## src/rtl/dw_sqrt.sv

```systemverilog
// dw_sqrt: pipelined unsigned integer square root, root = floor(sqrt(a)).
// Stage 0 registers the operand. Every later register level resolves one
// root bit MSB-first using a restoring digit recurrence. The last level
// drives root/valid_out, so a result appears RW edges after its operand
// was sampled.
//
// Handshake: valid_in qualifies a on each rising edge. There is no ready,
// because the pipeline never stalls. Each accepted operand produces exactly
// one valid_out pulse RW cycles later, in issue order. Idle cycles travel
// down the pipe as bubbles.
module dw_sqrt #(
   parameter int WIDTH = 20
) (
   input  logic                 clk,
   input  logic                 reset,
   input  logic [WIDTH-1:0]     a,
   input  logic                 valid_in,
   output logic [WIDTH/2-1:0]   root,
   output logic                 valid_out
);

   localparam int RW    = WIDTH / 2;
   // The remainder never exceeds 2*root, which needs RW+1 bits. Two more
   // bits are brought down before each compare, so the trial value is
   // {root, 01} and fits in RW+2 bits.
   localparam int REM_W = RW + 2;

   // Reject odd or too-small radicand widths at elaboration time.
   if ((WIDTH % 2) != 0 || WIDTH < 2) begin : g_bad_width
      $error("dw_sqrt: WIDTH must be even and at least 2");
   end

   // Per-stage state. Index s holds the operand that has resolved s root bits.
   logic [RW-1:0]             vld_q, vld_d;
   logic [RW-1:0][WIDTH-1:0]  rad_q, rad_d;   // radicand bits not yet consumed, MSB-aligned
   logic [RW-1:0][REM_W-1:0]  rem_q, rem_d;   // partial remainder
   logic [RW-1:0][RW-1:0]     rt_q,  rt_d;    // partial root

   // Result of applying one recurrence step to each stage's contents.
   logic [RW-1:0][WIDTH-1:0]  rad_nx;
   logic [RW-1:0][REM_W-1:0]  rem_nx;
   logic [RW-1:0][RW-1:0]     rt_nx;

   logic [RW-1:0]             root_q, root_d;
   logic                      valid_out_q, valid_out_d;

   // Only part of each stage's radicand and remainder feeds the next step.
   // The reduction below marks the remaining bits as intentionally unused.
   logic                      unused_bits;
   assign unused_bits = ^{rad_q, rem_q};

   // One restoring square-root step per stage: bring down two radicand bits
   // and subtract the trial value {root, 01} when it fits.
   always_comb begin : p_step
      logic [REM_W-1:0] r_try;
      logic [REM_W-1:0] trial;
      r_try  = '0;
      trial  = '0;
      rad_nx = '0;
      rem_nx = '0;
      rt_nx  = '0;
      for (int s = 0; s < RW; s++) begin
         r_try     = {rem_q[s][REM_W-3:0], rad_q[s][WIDTH-1 -: 2]};
         trial     = {rt_q[s], 2'b01};
         rad_nx[s] = rad_q[s] << 2;
         if (r_try >= trial) begin
            rem_nx[s] = r_try - trial;
            rt_nx[s]  = (rt_q[s] << 1) | RW'(1);
         end else begin
            rem_nx[s] = r_try;
            rt_nx[s]  = rt_q[s] << 1;
         end
      end
   end

   // Next-state: valid bits always advance, data loads only behind a valid
   // bit, and the output root holds its value during bubbles.
   always_comb begin
      vld_d       = '0;
      rad_d       = rad_q;
      rem_d       = rem_q;
      rt_d        = rt_q;
      root_d      = root_q;
      valid_out_d = 1'b0;

      vld_d[0] = valid_in;
      if (valid_in) begin
         rad_d[0] = a;
         rem_d[0] = '0;
         rt_d[0]  = '0;
      end

      for (int s = 1; s < RW; s++) begin
         vld_d[s] = vld_q[s-1];
         if (vld_q[s-1]) begin
            rad_d[s] = rad_nx[s-1];
            rem_d[s] = rem_nx[s-1];
            rt_d[s]  = rt_nx[s-1];
         end
      end

      valid_out_d = vld_q[RW-1];
      if (vld_q[RW-1]) begin
         root_d = rt_nx[RW-1];
      end
   end

   // Pipeline registers. Reset empties the pipe and clears the output.
   always_ff @(posedge clk) begin
      if (reset) begin
         vld_q       <= '0;
         rad_q       <= '0;
         rem_q       <= '0;
         rt_q        <= '0;
         root_q      <= '0;
         valid_out_q <= 1'b0;
      end else begin
         vld_q       <= vld_d;
         rad_q       <= rad_d;
         rem_q       <= rem_d;
         rt_q        <= rt_d;
         root_q      <= root_d;
         valid_out_q <= valid_out_d;
      end
   end

   assign root      = root_q;
   assign valid_out = valid_out_q;

endmodule

```

## config.mk

```make
export PLATFORM = sky130hd
export DESIGN_NAME = dw_sqrt
export DESIGN_NICKNAME = d
export VERILOG_FILES = /design/src/rtl/dw_sqrt.sv
export SDC_FILE = /design/constraint.sdc
export NUM_CORES = 1
export LEC_CHECK = 0
export CAP_MARGIN = 20
export CELL_PAD_IN_SITES_DETAIL_PLACEMENT = 0
export CELL_PAD_IN_SITES_GLOBAL_PLACEMENT = 1
export CORE_ASPECT_RATIO = 1.4
export CORE_MARGIN = 1.5
export CORE_UTILIZATION = 52
export DETAILED_ROUTE_END_ITERATION = 7
export PLACE_DENSITY_LB_ADDON = 0.15
export SETUP_SLACK_MARGIN = 0.3
export SYNTH_ARGS = -nofsm -noshare
export SYNTH_HDL_FRONTEND = slang
export SYNTH_SLANG_ARGS = --single-unit
export TNS_END_PERCENT = 10
```

## constraint.sdc

```tcl
create_clock -name clk -period 3.5 [get_ports clk]
set_input_delay 0.875 -clock clk [delete_from_list [all_inputs] [get_ports clk]]
set_output_delay 0.875 -clock clk [all_outputs]
set_load 0.05 [all_outputs]
```

== Word level (Yosys, flattened, before mapping) ==
Cells that the tools add are included.
Word-level totals
  memories kept: 0
  RAM bits: 0
  bits in read-only memories: 0
  output and inout port bits: 11
  latch bits: 0
  input port bits: 23
  register bits after elaboration: 266
  logic and storage cells: 69
Operators by class
  bitwise logic cells: 0
  $add $sub $neg: 9
  $mul: 0
  equality and inequality tests: 0
  $lt $le $gt $ge: 10
  shift operators: 0
  muxes and demuxes: 19
  reduce and logical (&&, ||, !) cells: 0
  div/mod/pow operators: 0
Operators with widths (count)
  $mux W10: 9
  $ge A12 B10 Y1: 1
  $ge A12 B11 Y1: 1
  $ge A12 B3 Y1: 1
  $ge A12 B4 Y1: 1
  $ge A12 B5 Y1: 1
  $ge A12 B6 Y1: 1
  $ge A12 B7 Y1: 1
  $ge A12 B8 Y1: 1
  $ge A12 B9 Y1: 1
  $mux W1: 10
  $sub A10 B10 Y10: 1
  $sub A10 B3 Y10: 1
  $sub A10 B4 Y10: 1
  $sub A10 B5 Y10: 1
  $sub A10 B6 Y10: 1
  $sub A10 B7 Y10: 1
  $sub A10 B8 Y10: 1
  $sub A10 B9 Y10: 1
  $sub A2 B1 Y3 const B: 1
  $ge A2 B1 Y1 const B: 1

== Depth between registers and ports, before layout ==
Gate-level depths: netlist of run 1.
  word-level depth: 2
  depth in mapped cells: 10
  gate-level depth less buffers: 10

== Worst setup path after synthesis of run 1 ==
Ideal clock, no wire load.
  path type: flip-flop to flip-flop
  start: reg rad_q[118] in the netlist's numbering
  end: reg rem_q[78] in the netlist's numbering
  setup time: 0.120 ns
  setup slack: 1.399 ns
  required time: 3.380 ns
  path buffers: 1
  arrival: 1.981 ns
  period minus slack after synthesis: 2.101 ns
  stages on the path, launching flop included: 10
  cells stage by stage: dfxtp_1 inv_1 ha_1 nand2b_1 a21oi_1 o21ai_0 and2_1 buf_4 and4b_1 a211o_1
Between the ends
  cells in the longest elaborated chain, start to end: 2
  elaborated cells between the ends (all ways): 3
  classes of those cells: add/sub: 1; order compare: 1; mux: 1
RTL lines
  start, declared: RTL line 35  | logic [RW-1:0][WIDTH-1:0] rad_q, rad_d;
  start signal, assigned: RTL line 119  | rad_q <= rad_d;
  $sub A10 B7 Y10 or $ge A12 B7 Y1 (tied branches): RTL line 67, 66
  $mux W10 (*): RTL line 66  | if (r_try >= trial) begin
  end signal, assigned: RTL line 120  | rem_q <= rem_d;
  end, declared: RTL line 36  | logic [RW-1:0][REM_W-1:0] rem_q, rem_d;
Mark *: on every way between the ends. The rest lies on a longest branch, timed or not.
A chain may end at the register's enable or synchronous reset.

== Final worst setup path of run 1 ==
  start: reg rt_q[83] in the netlist's numbering
  end: reg rem_q, in the netlist p_step.r_try[7]
Between the ends
  cells in the longest elaborated chain, start to end: 2
  elaborated cells between the ends (all ways): 3
  classes of those cells: add/sub: 1; order compare: 1; mux: 1
RTL lines
  start, declared: RTL line 37  | logic [RW-1:0][RW-1:0] rt_q, rt_d;
  start signal, assigned: RTL line 121  | rt_q <= rt_d;
  $sub A10 B10 Y10 or $ge A12 B10 Y1 (tied branches): RTL line 67, 66
  $mux W10 (*): RTL line 66
Marks and branches as above.

==> results by stage, run 1 <==
Outcome:
- The flow ran to the end, and the final reports show no timing, DRC or antenna violations.

Global route:
- The overflow left after global routing is 0.
- For this run, the total global-route usage over all layers was measured as 0.202.
- The largest net degree at the start of global routing is between 80 and 90.
- The via count of the first global-routing pass came to 8712.
- The initial antenna violation count is 0.
- The first global-routing pass estimated 41.7 mm of wire.

Detailed routing:
- The number of nets with antenna violations after routing is 0.
- The per-cell via count in the routed design is 5.38.
- In the detailed route, the total length drawn on met2 is approximately 13 mm.
- The met1 routed wirelength after detailed routing is between 10 and 15 mm.
- The routed layout has 9061 vias.
- Summed over all layers, the routed wires come to ~25 mm.
- In the final routed layout, each cell accounts on average for between 10 and 15 µm.
- The top layer reached by signal wires is met4.
- The wire length on met3 is around 540 µm.
- In the routed design, unresolved DRC markers number 0.
- For this block, the initial DRC count from the detailed router was between 300 and 400.
- The detailed-router iteration count before antenna repair is 6.

Yosys:
- The Yosys step of the flow raised 0 warnings.
- Of the total synthesized cell area, the portion taken by AND, OR, NAND and NOR gates is 0.163.
- The synthesized design contains roughly 260 register bits.
- Averaged over all synthesized cells, the footprint is 9.08 µm².
- For this run, the register share of the synthesized area comes to 0.421.
- The post-synth design cell area is ~12000 µm².
- The multiplexer area fraction after synthesis is 0.142.
- The parity-gate share of the synthesized area counting xor and xnor cells is 0.0327.
- The combinational family with the most area after synthesis is simple AND/OR/NAND/NOR gates.
- The post-synthesis async set-or-reset flop share is 0.
- The count of cell types in the netlist is 71.
- The net count after synthesis is 1443.
- Among all flip-flop cells after synthesis, the most frequent one is sky130_fd_sc_hd__dfxtp_1.
- The compound-cell area share of the yosys netlist was 0.130.
- Synthesis produced a netlist whose cell count is between 1k and 1.5k.
- The area share of fa/ha/maj cells after synthesis is 0.0639.
- The synthesized design contains 0 enable-type register cells.

Die:
- The floorplan step defined a core boundary enclosing ~23000 µm².
- The number of placed I/O pins is 34.
- The floorplan has 66 rows.
- The die is between 150 and 200 µm tall.
- The die covers approximately 25000 µm².
- Measured along the x axis, the die boundary spans 133 µm.
- For this configuration, the core starts out at a cell density of 0.529.

Power and ir drop:
- The worst supply voltage drop on vdd is 0.386 mV.
- Overall power consumption after layout is estimated at between 6000 and 7000 µW.
- The leakage power figure is 0.00499 µW.
- Dividing total power by cell area gives a power density of approximately 450 nW/µm².

Worst setup path:
- The kind of critical path is reg -> reg.
- The worst flop-to-flop path endpoint is p_step.r_try[7].
- The arrival time reported for the critical path endpoint is 2980 ps.
- The critical-path maximum fanout is 16.
- The number of buffers and inverters on the critical path is 1.
- The number of gates on the worst path with buffers counted is 8.
- Traced cell by cell, the critical path runs through inv_1 -> ha_1 -> a211oi_1 -> o21bai_1 -> o21bai_1 -> a31oi_2 -> nor2_1 -> a2111oi_0.
- Following the worst setup path forward leads to its endpoint at p_step.r_try[7].
- The delay contributed by the slowest stage of the critical path is ~700 ps.
- The cell type with the highest occurrence count on the critical path is sky130_fd_sc_hd__o21bai_1.
- For the worst setup path, the data required time is slightly below 4000 ps.
- The kind of cell with the highest combined delay along the critical path is compound AO/OA/AOI/OAI gates.
- STA classifies the critical path endpoint as a flip-flop.
- The critical register-to-register path startpoint is rt_q[83].
- STA classifies the critical path startpoint as a flip-flop.
- The start point of the critical path is rt_q[83].
- Setup slack on the worst reg-to-reg path comes out at 930 ps.
- The count of cells along the worst register-to-register path is 8.
- The cell type of the slowest stage on the worst timing path is sky130_fd_sc_hd__a31oi_2.

Clock network:
- TritonCTS built the clock tree.
- The longest clock path from root to sink contains 3 buffers.
- After clock tree synthesis, the clock-pin slew on the worst setup and hold paths is roughly 60 ps.
- Clock tree synthesis inserted a total of 26 buffers.
- The clock insertion delay at the later pin of the skew report is 530 ps.
- The number of hold buffers added after CTS was 0.
- The master cell of the clock root buffer is sky130_fd_sc_hd__clkbuf_16.
- The clock sink count is around 260.
- CTS built an H-tree with a depth of 1.
- The buffers inserted during post-CTS setup optimization is 0.
- After clock tree synthesis, the repair step resized 0 gates.

Cells and area:
- The area growth from synthesis to layout is 11.5%.
- In the final layout, the share of cells above drive strength 1 is 0.0609.
- The diode insertion count for antenna repair is 0.
- The number of nets in the final layout is about 1.4k.
- The final cell utilization of the core is 0.590.

STA:
- At the pin with the least slew margin, the transition time is 954 ps.
- The count of endpoints failing hold in the final timing report is 0.
- The fmax is 0.389 GHz.
- Setup violations remaining at the end of the flow were counted as 0.
- Setup repair after global routing left no endpoint under its margin.
- Of the available clock period, the critical path in the final layout requires 0.734.
- The number of max-slew violations in the final report is 0.
- Across all setup checks in the final design, the least slack found is slightly above 900 ps.
- The smallest clock period supported by the final layout is computed as 2570 ps.
- The final hold slack is around 450 ps.
- The worst slew margin relative to its limit is 0.364.
- Adding up every negative setup slack in the final design gives 0 ps.
- The clock skew after layout is roughly 15 ps.

Placed design:
- The estimated wirelength of the detail-placed design is approximately 18 mm.
- At the end of routability-driven placement, the weighted congestion stood at 0.834.
- The post-placement setup slack is 920 ps.
- Port buffering added 33 buffers.

Min path:
- The path class of the tightest hold or removal check is reg -> reg.

Job:
- The number of max-capacitance violations reported is 0.
## power breakdown
| group | internal, µW | leakage (µW) | switching (µW) |
|---|---|---|---|
| registers | 2980 | 0.00209 | 30.8 |
| logic | 190 | 0.00248 | 235 |
| clock network | 1570 | 0.000415 | 1120 |
## worst min path at each step
stage                          from   endpoint  slack (ps)  depth (start not counted)
after global routing      rem_q[69]  rem_q[69]         490                          2
after CTS                 rem_q[69]  rem_q[69]         450                          2
after global placement    rem_q[69]  rem_q[69]         430                          2
after floorplan           rem_q[69]  rem_q[69]         420                          2
after detailed placement  rem_q[69]  rem_q[69]         440                          2
final                     rem_q[69]  rem_q[69]         450                          2
## layer usage
layer | vias to the layer above | global-route usage
met5 | - | 0
met4 | 0 | 0.0543
met3 | 36 | 0.0233
met2 | 82 | 0.405
met1 | 4217 | 0.223
li1 | 4726 | -
## Yosys cell counts (5+ instances only)
master	instances	area, µm²
sky130_fd_sc_hd__xor2_1	11	96.3
sky130_fd_sc_hd__or3_1	7	43.8
sky130_fd_sc_hd__o22ai_1	7	43.8
sky130_fd_sc_hd__dfxtp_1	259	5180
sky130_fd_sc_hd__a311oi_1	9	78.8
sky130_fd_sc_hd__ha_1	63	788
sky130_fd_sc_hd__nor3_1	29	145
sky130_fd_sc_hd__xnor2_1	35	307
sky130_fd_sc_hd__or4_1	5	37.5
sky130_fd_sc_hd__nand3_1	5	25.0
sky130_fd_sc_hd__o21ai_0	32	160
sky130_fd_sc_hd__o211ai_1	6	45.0
sky130_fd_sc_hd__nor2_1	261	980
sky130_fd_sc_hd__a21oi_1	47	235
sky130_fd_sc_hd__inv_1	79	297
sky130_fd_sc_hd__buf_1	17	63.8
sky130_fd_sc_hd__a21o_1	6	45.0
sky130_fd_sc_hd__o21a_1	16	120
sky130_fd_sc_hd__a211oi_1	55	413
sky130_fd_sc_hd__nor4_1	8	50.1
sky130_fd_sc_hd__mux2i_1	174	1740
sky130_fd_sc_hd__o311ai_0	5	43.8
sky130_fd_sc_hd__nand2_1	38	143
sky130_fd_sc_hd__nand2b_1	25	156
sky130_fd_sc_hd__a211oi_2	5	62.6
sky130_fd_sc_hd__clkbuf_1	51	191
sky130_fd_sc_hd__nor2b_1	19	119
sky130_fd_sc_hd__nor3b_1	7	52.6
## flip-flops by register name (all words and copies together) (netlist names)
register      cells
rad_nx           90
rem_q            73
rt_q             36
rad_q            18
p_step.r_try     12
root             10
vld_q            10
p_step.trial      9
valid_out         1
## layout make-up
cell class              instances  area (µm²)
clock buffers                  38         756
fillers                      2160        9550
well taps                     306         383
repair buffers                 51         494
clock inverters                 8        80.1
flip-flops and latches        259        5190
multi-input cells             944        6550
inverters                      79         297
## placed cells by master, fill, tap and decap left out, drive strengths merged, types with 5 or more instances in the layout
cell type      netlist  layout
nand2b              25      25
mux2i              174     174
nand3                5       5
o211ai               6       6
clkdlybuf4s50        0      32
o21ai               33      33
clkinv               0       7
or4                  5       5
a21oi               50      50
nor3b                8       8
nor2b               19      19
or3                 10      10
clkbuf              51      39
a211oi              60      60
buf                 24      18
o22ai                8       8
nor4                 8       8
inv                 79      79
nor2               262     262
dfxtp              259     259
a21o                 6       6
nand2               38      38
ha                  63      63
a311oi               9       9
o21a                16      16
nor3                31      31
xor2                11      11
o311ai               5       5
xnor2               35      35
## through the flow
stage / instances / instance area, µm²
2_1_floorplan: 1357 / 12300
6_report: 1685 / 13700
3_3_place_gp: 1639 / 12900
3_5_place_dp: 1639 / 12900
4_1_cts: 1685 / 13700
5_1_grt: 1685 / 13700
## kinds of logic after synthesis
| family | count (synthesis) |
|---|---|
| muxes | 175 |
| and+or+nand+nor | 434 |
| AOI/OAI and AO/OA | 226 |
| xor gates and xnor gates | 46 |
| adders and majority gates | 63 |
| buffers and inverters | 154 |
| DFF | 259 |
## tightest hold or removal path, stage by stage (launching register included)
cell and delay, ps:
sky130_fd_sc_hd__dfxtp_1 320, sky130_fd_sc_hd__nand2_1 40, sky130_fd_sc_hd__o21ai_0 50
Power figures use the tool's default switching activity.
==> run 2: changes to the inputs <==
--- a/config.mk
+++ b/config.mk
@@ -10,7 +10,7 @@
 export CELL_PAD_IN_SITES_GLOBAL_PLACEMENT = 1
 export CORE_ASPECT_RATIO = 1.4
 export CORE_MARGIN = 1.5
-export CORE_UTILIZATION = 52
+export CORE_UTILIZATION = 44
 export DETAILED_ROUTE_END_ITERATION = 7
 export PLACE_DENSITY_LB_ADDON = 0.15
 export SETUP_SLACK_MARGIN = 0.3
==> constraint.sdc (replaced) <==
create_clock -name clk -period 2.3 [get_ports clk]
set_input_delay 0.575 -clock clk [delete_from_list [all_inputs] [get_ports clk]]
set_output_delay 0.575 -clock clk [all_outputs]
set_load 0.05 [all_outputs]
==> results by stage, run 2 (synthesis gave the netlist of run 1 again) <==
Die:
- The height of the die is 201 µm (+8.6%).
- The number of placed I/O pins is 34 (unchanged).
- The area of the core region came to 27600 µm² (+18%).
- The die outline area is 29000 µm² (+18%).
- The width of the die came to 144 µm (+8.5%).
- The site row count is 72 (+9.1%).
- The initial core utilization is 0.447 (-0.0822).

Cells and area:
- From synthesis to final layout, the design area changed by 22.8%.
- The number of nets in the final layout came to 1535 (+6.1%).
- The share of layout cells above drive strength 1 is 0.175 (+0.114).
- The top cell types in the final layout, fill and taps aside, are sky130_fd_sc_hd__nor2_1, sky130_fd_sc_hd__dfxtp_1, sky130_fd_sc_hd__mux2i_1.
- The number of flip-flops in the largest register is 90 (unchanged).
- The diode insertion count for antenna repair is 0 (unchanged).
- The leading cell type in the layout, fill and taps excluded is sky130_fd_sc_hd__nor2_1.

Worst setup path:
- The cell type of the slowest stage on the worst timing path is sky130_fd_sc_hd__or3b_1.
- The delay contributed by the slowest stage of the critical path is 340 ps (-360 ps).
- STA classifies the critical path startpoint as a flip-flop.
- The critical path's top delay family is compound AO/OA/AOI/OAI gates.
- STA classifies the critical path endpoint as a flip-flop.
- The arrival time reported for the critical path endpoint is 2600 ps (-380 ps).
- The kind of critical path is reg -> reg.
- The critical path required time is 2780 ps (-1130 ps).
- The critical-path maximum fanout is 5 (-11).
- The buffers plus inverters on the worst setup path is 2 (+1).
- Walking the worst path, the cells encountered are inv_2 -> ha_4 -> and4_1 -> o21ai_1 -> o21bai_2 -> a31oi_4 -> buf_4 -> or3b_1 -> a311oi_1.

Clock network:
- The count of H-tree levels built during CTS came to 1 (unchanged).
- The clock sink count was 259 (unchanged).
- The number of buffers inserted during clock tree synthesis came to 28 (+7.7%).
- CTS placed an instance of sky130_fd_sc_hd__clkbuf_16 at the clock tree root.
- TritonCTS built the clock tree.
- The register clock-pin slew on the reported worst setup and hold paths is 60 ps (about the same).
- The deepest clock path buffer count was 3 (unchanged).
- The clock insertion delay at the later pin of the skew report is 570 ps (+40 ps).
- The number of buffers inserted by hold repair at cts is 0 (unchanged).

STA:
- The share of the clock period used by the worst path after layout is 0.925 (+0.191).
- The count of endpoints failing hold in the final timing report was 0 (unchanged).
- The worst slew margin relative to its limit is 0.520 (+0.156).
- The fmax is 0.470 GHz (+21%).
- The number of max-slew violations in the final report is 0 (unchanged).
- Setup repair after global routing could not meet its margin everywhere.
- The actual transition at the worst max-transition pin was 719 ps (-235 ps).
- The clock skew after layout is 14.4 ps (-0.367 ps).
- The setup TNS after final layout came to 0 ps (unchanged).
- The shortest clock period the worst path allows after layout is 2130 ps (-443 ps).
- The final hold slack came to 460 ps (+12.2 ps).
- The number of setup violations in the final report came to 0 (unchanged).

Detailed routing:
- The total DRC errors in the routed layout is 0 (unchanged).
- The per-cell via count in the routed design was 5.11 (-5.0%).
- The routed wirelength normalized by instance count is 15.2 µm (+2.0%).
- The via count came to 9405 (+3.8%).
- The detailed-router iteration count before antenna repair is 5 (-1).
- The number of nets with antenna violations after routing is 0 (unchanged).
- The aggregate routed wire length was 27.9 mm (+11%).
- The starting DRC count in detailed routing is 246 (-34%).

Power and ir drop:
- The worst supply voltage drop on vdd is 0.565 mV (+47%).
- The leakage power figure is 0.00562 µW (+13%).
- The power density over cell area is 662 nW/µm² (+48%).

Placed design:
- The total of buffers placed on input and output ports is 33 (unchanged).
- The final weighted congestion of routability-driven global placement came to 0.861 (+3.2%).
- The estimated wirelength of the detail-placed design was 20.2 mm (+12%).

Global route:
- The overall routing resource usage is 0.192 (-0.0105).
- The initial antenna violation count was 0 (unchanged).
- The met3 track demand over resource in global routing is 0.0253 (+0.00202).
- After global routing, the most crowded layer is met2.
- The first-pass GRT wire length is 45.2 mm (+8.5%).
- The global routing met1 resource utilization came to 0.212 (-0.0116).
- The met2 usage was 0.375 (-0.0302).
- The overflow left after global routing is 0 (unchanged).
- The largest net degree at the start of global routing is 51 (-43%).
- The via count of the first global-routing pass is 9236 (+6.0%).

Job:
- The number of max-capacitance violations reported is 0 (unchanged).

Min path:
- The class of the most critical hold timing path is in -> reg.

Outcome:
- The flow ran to the end, and the final reports show no timing, DRC or antenna violations.
## run 2: layout make-up
| class | count | area [µm²] |
|---|---|---|
| flip-flops and latches | 259 | 5220 |
| well taps | 370 | 463 |
| clock buffers | 38 | 768 |
| repair buffers | 137 | 1210 |
| fillers | 2583 | 12400 |
| inverters | 79 | 297 |
| multi-input cells | 944 | 6980 |
| clock inverters | 14 | 206 |
## run 2: timing repair
action | 4_1_cts | 5_1_grt
cloned | 0 | 1
pin swaps | 0 | 36
endpoints found under the setup margin | 78 | 91
resized for setup | 21 | 110
buffers inserted | 0 | 8
## run 2: metrics by stage
step                instance area (µm²)  utilization  power, µW  worst slack [ps]  std cells
finish                            15100        0.549      10000               173       1841
global route                      15100        0.549      10400              45.3       1841
CTS                               14600        0.530      10100              66.7       1832
detailed placement                13600        0.495       5400              50.7       1780
global placement                  13600        0.495       5390              19.3       1780
floorplan                         12400            -       5200               259       1357
## run 2: routing by layer
layer  up-vias  part of all wire
li1       4889                 -
met1      4379              0.41
met2        94              0.55
met3        43             0.024
met4         0             0.020
met5         -                 0
## run 2: worst paths after layout
| check | from | end | slack (ps) | cells past startpoint |
|---|---|---|---|---|
| hold reg to reg | rem_q[69] | rem_q[69] | 460 | 2 |
| setup reg to reg | rt_q[82] | p_step.r_try[9] | 170 | 9 |
| setup / recovery | rt_q[82] | p_step.r_try[9] | 170 | 9 |
| hold / removal | reset | rem_q[93] | 460 | 2 |
## run 2: power breakdown
part           internal, µW  switching [µW]
Sequential             4540            45.8
Combinational           349             383
Clock                  2810            1890
